### src/rtl/regfile_pkg.sv
// Shared definitions for the multi-port register file: default sizes,
// soft-clear sequencer states and the packed read-port slice helper.
package regfile_pkg;

  localparam int DW_DEF    = 32;
  localparam int DEPTH_DEF = 32;

  typedef enum logic {
    IDLE  = 1'b0,
    CLEAR = 1'b1
  } clr_state_t;

  // LSB position of port k inside a packed bus of w-bit fields
  function automatic int rd_lsb(input int k, input int w);
    return k * w;
  endfunction

endpackage

### src/rtl/regfile_clr_seq.sv
// Soft-clear sequencer: after a clr_req pulse in IDLE, walks every register
// address once (DEPTH cycles, one per clock); clr_req is ignored while busy.
module regfile_clr_seq
  import regfile_pkg::*;
#(
  parameter int DEPTH = DEPTH_DEF,
  parameter int AW    = $clog2(DEPTH)
) (
  input  logic          clk,
  input  logic          rst,
  input  logic          clr_req,
  output logic          clr_busy,
  output logic          clr_we,
  output logic [AW-1:0] clr_addr
);

  clr_state_t    state;
  logic [AW-1:0] cnt;

  always_ff @(posedge clk or posedge rst) begin
    if (rst) begin
      state    <= IDLE;
      cnt      <= '0;
      clr_busy <= 1'b0;
    end else begin
      case (state)
        IDLE: begin
          if (clr_req) begin
            state    <= CLEAR;
            cnt      <= '0;
            clr_busy <= 1'b1;
          end
        end
        CLEAR: begin
          cnt <= cnt + AW'(1);
          if (cnt == AW'(DEPTH - 1)) begin
            state    <= IDLE;
            clr_busy <= 1'b0;
          end
        end
        default: begin
          state    <= IDLE;
          clr_busy <= 1'b0;
        end
      endcase
    end
  end

  assign clr_we   = (state == CLEAR);
  assign clr_addr = cnt;

endmodule

### src/rtl/regfile_mp.sv
// Multi-port register file: two write ports (port 1 wins), NUM_RD zero-latency
// read ports, pending scoreboard, soft clear. REGFILE_BYPASS_EN adds write-to-read forwarding.
module regfile_mp
  import regfile_pkg::*;
#(
  parameter int DW       = DW_DEF,
  parameter int DEPTH    = DEPTH_DEF,
  parameter int AW       = $clog2(DEPTH),
  parameter int NUM_RD   = 2,
  parameter int ZERO_REG = 1
) (
  input  logic                 clk,
  input  logic                 rst,
  input  logic                 we0,
  input  logic [AW-1:0]        waddr0,
  input  logic [DW-1:0]        wdata0,
  input  logic                 we1,
  input  logic [AW-1:0]        waddr1,
  input  logic [DW-1:0]        wdata1,
  input  logic [NUM_RD*AW-1:0] raddr,
  output logic [NUM_RD*DW-1:0] rdata,
  output logic [NUM_RD-1:0]    rpend,
  input  logic                 iss_valid,
  input  logic [AW-1:0]        iss_addr,
  input  logic                 clr_req,
  output logic                 clr_busy
);

  logic [DW-1:0]    mem [DEPTH];
  logic [DEPTH-1:0] pend;
  logic             clr_we;
  logic [AW-1:0]    clr_addr;
  logic             wr0_ok, wr1_ok, iss_ok;
  logic [AW-1:0]    ra;

  regfile_clr_seq #(.DEPTH(DEPTH), .AW(AW)) u_clr_seq (
    .clk      (clk),
    .rst      (rst),
    .clr_req  (clr_req),
    .clr_busy (clr_busy),
    .clr_we   (clr_we),
    .clr_addr (clr_addr)
  );

  // Qualified requests: dead while clearing, and address 0 is inert with ZERO_REG
  assign wr0_ok = we0 && !clr_busy && !((ZERO_REG != 0) && (waddr0 == '0));
  assign wr1_ok = we1 && !clr_busy && !((ZERO_REG != 0) && (waddr1 == '0));
  assign iss_ok = iss_valid && !clr_busy && !((ZERO_REG != 0) && (iss_addr == '0));

  always_ff @(posedge clk or posedge rst) begin
    if (rst) begin
      for (int i = 0; i < DEPTH; i++) mem[i] <= '0;
      pend <= '0;
    end else begin
      for (int i = 0; i < DEPTH; i++) begin
        if (clr_we && (clr_addr == AW'(i))) begin
          mem[i]  <= '0;
          pend[i] <= 1'b0;
        end else begin
          if (wr1_ok && (waddr1 == AW'(i)))      mem[i] <= wdata1;
          else if (wr0_ok && (waddr0 == AW'(i))) mem[i] <= wdata0;
          // A new issue outranks a retiring write: the newer producer owns the register
          if (iss_ok && (iss_addr == AW'(i)))
            pend[i] <= 1'b1;
          else if ((wr1_ok && (waddr1 == AW'(i))) || (wr0_ok && (waddr0 == AW'(i))))
            pend[i] <= 1'b0;
        end
      end
    end
  end

  always_comb begin
    rdata = '0;
    rpend = '0;
    ra    = '0;
    for (int k = 0; k < NUM_RD; k++) begin
      ra = raddr[rd_lsb(k, AW) +: AW];
      rdata[rd_lsb(k, DW) +: DW] = mem[ra];
      rpend[k] = pend[ra];
`ifdef REGFILE_BYPASS_EN
      if (!rst && wr1_ok && (waddr1 == ra)) begin
        rdata[rd_lsb(k, DW) +: DW] = wdata1;
        rpend[k] = iss_ok && (iss_addr == ra);
      end else if (!rst && wr0_ok && (waddr0 == ra)) begin
        rdata[rd_lsb(k, DW) +: DW] = wdata0;
        rpend[k] = iss_ok && (iss_addr == ra);
      end
`endif
    end
  end

endmodule

### config.mk
export PLATFORM = sky130hd
export DESIGN_NAME = regfile_mp
export DESIGN_NICKNAME = d
export VERILOG_FILES = /design/src/rtl/regfile_pkg.sv /design/src/rtl/regfile_clr_seq.sv /design/src/rtl/regfile_mp.sv
export SDC_FILE = /design/constraint.sdc
export NUM_CORES = 2
export LEC_CHECK = 0
export ABC_AREA = 1
export CORE_MARGIN = 4
export CORE_UTILIZATION = 35
export CTS_BUF_LIST = sky130_fd_sc_hd__clkbuf_16
export DETAILED_ROUTE_END_ITERATION = 10
export PLACE_DENSITY_LB_ADDON = 0.12
export RECOVER_POWER = 100
export SETUP_SLACK_MARGIN = 0.15
export SLEW_MARGIN = 20
export SYNTH_ARGS = -nofsm -noshare
export SYNTH_HDL_FRONTEND = slang
export SYNTH_SLANG_ARGS = --single-unit
### constraint.sdc
create_clock -name clk -period 42.4 [get_ports clk]
set_clock_uncertainty 0.2 [all_clocks]
set_input_delay 8.48 -clock clk [delete_from_list [all_inputs] [get_ports clk]]
set_output_delay 8.48 -clock clk [all_outputs]
set_load 0.02 [all_outputs]
# Word level (Yosys, flattened, before mapping)
# Index checks and enable logic that the tools add are counted.
[op_classes]
n_addsub = 1
order_cmp = 4
eq_ne = 126
mux = 210
n_bitwise = 3
reduce_logical = 239
[ops]
columns = ["cell", "n"]
rows = [
  ["32-bit 2-to-1 mux", 100],
  ["32-bit binary-select mux with 5-bit select", 2],
  ["5-bit equality test, second input constant", 64],
  ["3-bit nonzero test", 64],
  ["5-bit by 4-bit equality test with 1-bit output, second input constant", 32],
  ["1-bit logical AND", 134],
  ["1-bit 2-to-1 mux", 102],
  ["5-bit by 3-bit equality test with 1-bit output, second input constant", 16],
  ["5-bit by 2-bit equality test with 1-bit output, second input constant", 8],
  ["1-bit logical OR", 32],
  ["5-bit by 1-bit equality test with 1-bit output, second input constant", 4],
  ["5-bit zero test", 4],
  ["6-bit >= comparator, second input constant", 2],
  ["5-bit by 6-bit less-than comparator with 1-bit output, second input constant", 2],
  ["5-bit inverter with 6-bit output", 2],
  ["1-bit binary-select mux with 5-bit select", 2],
  ["5-bit one-hot mux with 2 select lines", 1],
  ["5-bit by 1-bit adder with 5-bit output, second input constant", 1],
  ["5-bit 2-to-1 mux", 1],
  ["1-bit zero test", 4],
  ["2-bit inequality test, second input constant", 2],
  ["1-bit one-hot mux with 2 select lines", 2],
  ["2-bit AND reduction", 1],
  ["1-bit inverter", 1],
]
[word_totals]
register_bits = 1063
inputBits = 95
elab_cells = 650

# Longest topological paths before layout
[depth]
ltp_word = 8
depth_mapped = 12
depth_no_buf = 10

# Cells and area by module
# From an unflattened synthesis, not the netlist that was laid out.
[hier_totals]
cells_unflattened = 12311
hier_area_um2 = 73061.3
[modules_own_cells]
columns = ["mod", "n_inst", "cells_each", "area_each_um2"]
rows = [
  ["regfile_mp", 1, 12270, 72716.0],
  ["regfile_clr_seq", 1, 41, 345.3],
]

# Worst setup path after synthesis
# OpenSTA, ideal clock, no wires.
[synth_path]
path_type = "input -> output"
startpoint = "input port raddr[0]"
endpoint = "output port rdata[16]"
t_arrival_ns = 9.815
required_ns = 33.720
path_slack_ns = 23.905
stages = 12
path_buffers = 3
path_cell_list = "buf_2 > inv_2 > clkbuf_1 > clkbuf_1 > nand2_1 > nand3_1 > nand3_1 > nand2_1 > nand2_1 > nand2_1 > nand2_1 > nand2_1"
[synth_via]
elab_chain_cells = 4
[synth_rtl]
columns = ["element", "line", "rtl"]
rows = [
  ["start: declaration", "regfile_mp.sv:20", "input logic [NUM_RD*AW-1:0] raddr,"],
  ["5-bit inverter with 6-bit output (not written as such)", "regfile_mp.sv:78", "rdata[rd_lsb(k, DW) +: DW] = mem[ra];"],
  ["32-bit binary-select mux with 5-bit select", "regfile_mp.sv:78", ""],
  ["32-bit 2-to-1 mux (not written as such) (2 in a row)", "regfile_mp.sv:78", ""],
  ["end: declaration", "regfile_mp.sv:21", "output logic [NUM_RD*DW-1:0] rdata,"],
]
# No other way between the ends. The select of a mux whose other input is x is not followed.

# Worst setup path after layout
[layout_path]
startpoint = "input port raddr[0]"
endpoint = "output port rdata[25]"
# Same word-level chain as after synthesis.

==> reports/qor.csv <==
stage;metric;value;unit
global_routing;largest net degree at the start of global routing;152;
job;max_cap viols;97;
die;num rows;167;
yosys;Seq/Total Area, Yosys;36.5;%
yosys;Mapped Cells;12200;
clock_network;CTS root buf;clkbuf_16;
yosys;Primary FF master, synth;dfrtp_1;
global_routing;vias in the first global route;79000;
yosys;number of synthesized flops with an enable pin;0;
critical_path;CP cell instances;clkbuf_1 > clkinvlp_2 > clkbuf_1 > nand2_1 > nand3_1 > nand3_1 > nand2_1 > nand2_1 > nand2_1 > nand2_1 > nand2_1 > dlygate4sd3_1;
placement;Setup WS pre-CTS;20.39;ns
placement;placer congestion estimate;0.917;
clock_network;cts hold-fix bufs;0;
worst_hold_path;Worst Hold End;mem[46];
route;WL per Instance;28.0;um
critical_path;r2r setup slk;32.74;ns
power_and_ir_drop;Leak;40.8;nW
yosys;Synth area leaders;dfrtp_1 (36%), nand2_1 (34%), nand3_1 (14%);
yosys;Seq cells post-synth;1063;
route;first drt pass iteration count;7;
clock_network;Clock Path Buffers;3;
route;detailed-route via count;85900;
route;Detail Route Antenna Nets;0;
power_and_ir_drop;maximum vdd ir drop;47.6;uV
critical_path;Slowest-stage cell, CP;clkinvlp_2;
sta;final setup vio count;0;
route;Via density;5.87;
power_and_ir_drop;total power;4.48;mW
status;failing checks;max-capacitance violations, max-slew violations;
route;DRC viols;0;
yosys;most frequent cell after synthesis;nand2_1;
critical_path;WP data required;33.72;ns
finish;Finished Core Util;38.6;%
yosys;warnings from Yosys;0;
global_routing;first-pass GRT wire length;584000;um
die;core footprint;207000;um2
critical_path;Buffers & Inverters on Critical Path;4;
finish;# nets final;11800;
sta;minimum hold slack;0.302;ns
power_and_ir_drop;part of the power in combinational logic;32.6;%
power_and_ir_drop;Switch Pwr;1.88;mW
power_and_ir_drop;Int Power;2.61;mW
route;DRT Wirelength;410000;um
sta;relative slew slack;-447;%
sta;final period utilization;74.4;%
finish;area delta synth->final;9.70;%
die;Die X;465;um
yosys;cell taking the most area after synthesis;dfrtp_1;
yosys;average size of a mapped cell;5.96;um2
power_and_ir_drop;Seq pwr share;40.7;%
sta;PnR worst setup slack;10.86;ns
placement;DP HPWL;240000;um
yosys;post-synth top area share;36.5;%
critical_path;kind of critical path;in -> out;
status;status;complete, but fails checks;
global_routing;initial antenna violation count;46;
yosys;Post-Syn Nets;12300;
global_routing;overall routing resource usage;36.7;%
die;Initial Util;35.2;%
die;I/O Pins;162;
finish;Post-Layout Cell Count;14700;
clock_network;clock slew at reported path FFs;0.06;ns
critical_path;RR Startpoint;u_clr_seq.clr_busy;
critical_path;CP Max Fanout;110;
placement;placed insts;14400;
critical_path;WP data arrival;22.86;ns
critical_path;most frequent cell on the critical path;nand2_1;
sta;setup TNS after final layout;0;ns
power_and_ir_drop;Net Sw Frac;41.9;%
sta;RSZ-0062 raised after global routing;no;
worst_hold_path;Worst Hold Class;reg -> reg;
yosys;synth cell count leaders;nand2_1 (6,576), nand3_1 (2,056), dfrtp_1 (1,063);
critical_path;CP Capture Type;output pin;
yosys;Cell variety after synth;31;
die;Die ar.;216000;um2
yosys;synthesized area;72900;um2
sta;Final Max Slew Viols;4509;
power_and_ir_drop;PwrDens;56.0;nW/um2
sta;post-layout min period;31.54;ns
sta;Fin. Hold Viols;0;
critical_path;slowest cell delay on critical path;5.56;ns
sta;measured slew at the worst slew-check pin;8.21;ns
worst_hold_path;worst hold path cell count;2;
critical_path;Startpoint Class;input port;
yosys;Async SR Flop Fraction;100;%
critical_path;RR Endpoint;mem[321];
finish;fraction of layout cells with a size suffix above 1;3.49;%
die;Die Ht;465;um
clock_network;Clk Latency, worst-skew pair;0.83;ns
placement;Post-DP Area;76000;um2
sta;f_max;0.0317;GHz
global_routing;grt ovf;0;
route;1st-iter DRT viols;12900;
worst_hold_path;HP Start;mem[46];
critical_path;Top delay family on crit path;buffers and inverters;
clock_network;Num CTS Buffers;139;
clock_network;CTS Sinks;1063;
power_and_ir_drop;Clock Power Share;26.7;%
placement;input/output buffers;161;
finish;design area;80000;um2
clock_network;PostCTS Resize Cnt;0;
clock_network;Post-CTS Setup Repair Bufs;0;
critical_path;reg2reg path depth;10;
clock_network;CTS tree;done;
clock_network;H-tree depth;4;
[cell usage in the layout (no fill, tap or decap), drive strengths merged, types with 4 or more instances in the layout]
master and instances:
diode 47, nand2 6579, nor3 4, dfrtp 1063, buf 149, o22ai 6, nor2 162, clkinv 72
dlygate4sd3 59, clkdlybuf4s50 91, inv 221, o21ai 1059, nand3 2059, a21oi 15, ha 6, bufinv 10
nand4 21, clkbuf 230
[layout make-up]
type                       count  area, um2
antenna                       47        118
multi-input combinational   9918      41600
clock inverter               108        753
sequential                  1063      26600
tap                         2788       3490
fill                       22500     127000
inverter                     198        781
timing repair buffer         385       3040
clock buffer                 144       3600
[flip-flops by register name, indices dropped and copies added (netlist names)]
register            flops
mem                  1024
u_clr_seq.clr_we        1
u_clr_seq.clr_busy      1
u_clr_seq.clr_addr      5
pend                   32
[metal layers]
metal	vias to the layer above	wire length [um]	part of all wire, %	track usage, %
li1	37900	-	-	-
met1	40400	160000	39	48.7
met2	6260	168000	41	53.2
met3	1297	51800	13	9.58
met4	24	28900	7.0	22.1
met5	-	154	0.038	0.0891
[worst min-delay path, cell delays in order, from the launching register on]
cell,delay [ns]
dfrtp_1,0.36
nand2_1,0.06
nand2_1,0.05
[how the worst max path moves through the flow]
stage / start / endpoint / slack, ns / depth (start not counted)
final: raddr[0] / rdata[25] / 10.86 / 12
after global routing: raddr[0] / rdata[25] / 10.82 / 12
after CTS: raddr[5] / rdata[36] / 20.38 / 14
after detailed placement: raddr[5] / rdata[36] / 20.39 / 14
after global placement: raddr[5] / rdata[39] / 20.36 / 14
after floorplan: rst / mem[0] / 3.80 / 1
[kinds of logic after synthesis]
family | count (synthesis) | share of synthesized area (%)
buffers and inverters | 1263 | 6.77
flip-flops | 1063 | 36.5
adder cells (fa/ha/maj) | 6 | 0.103
AND/OR/NAND/NOR | 8828 | 49.2
AO/OA/AOI/OAI | 1084 | 7.48
[power by group through the flow]
stage	Clock, mW	Combinational, mW	Sequential (mW)
2_1_floorplan	0	0.983	1.71
3_3_place_gp	0	1.40	1.82
3_5_place_dp	0	1.43	1.82
4_1_cts	1.20	1.43	1.81
5_1_grt	1.24	1.63	1.88
6_report	1.20	1.46	1.82
(Power assumes the default switching activity.)
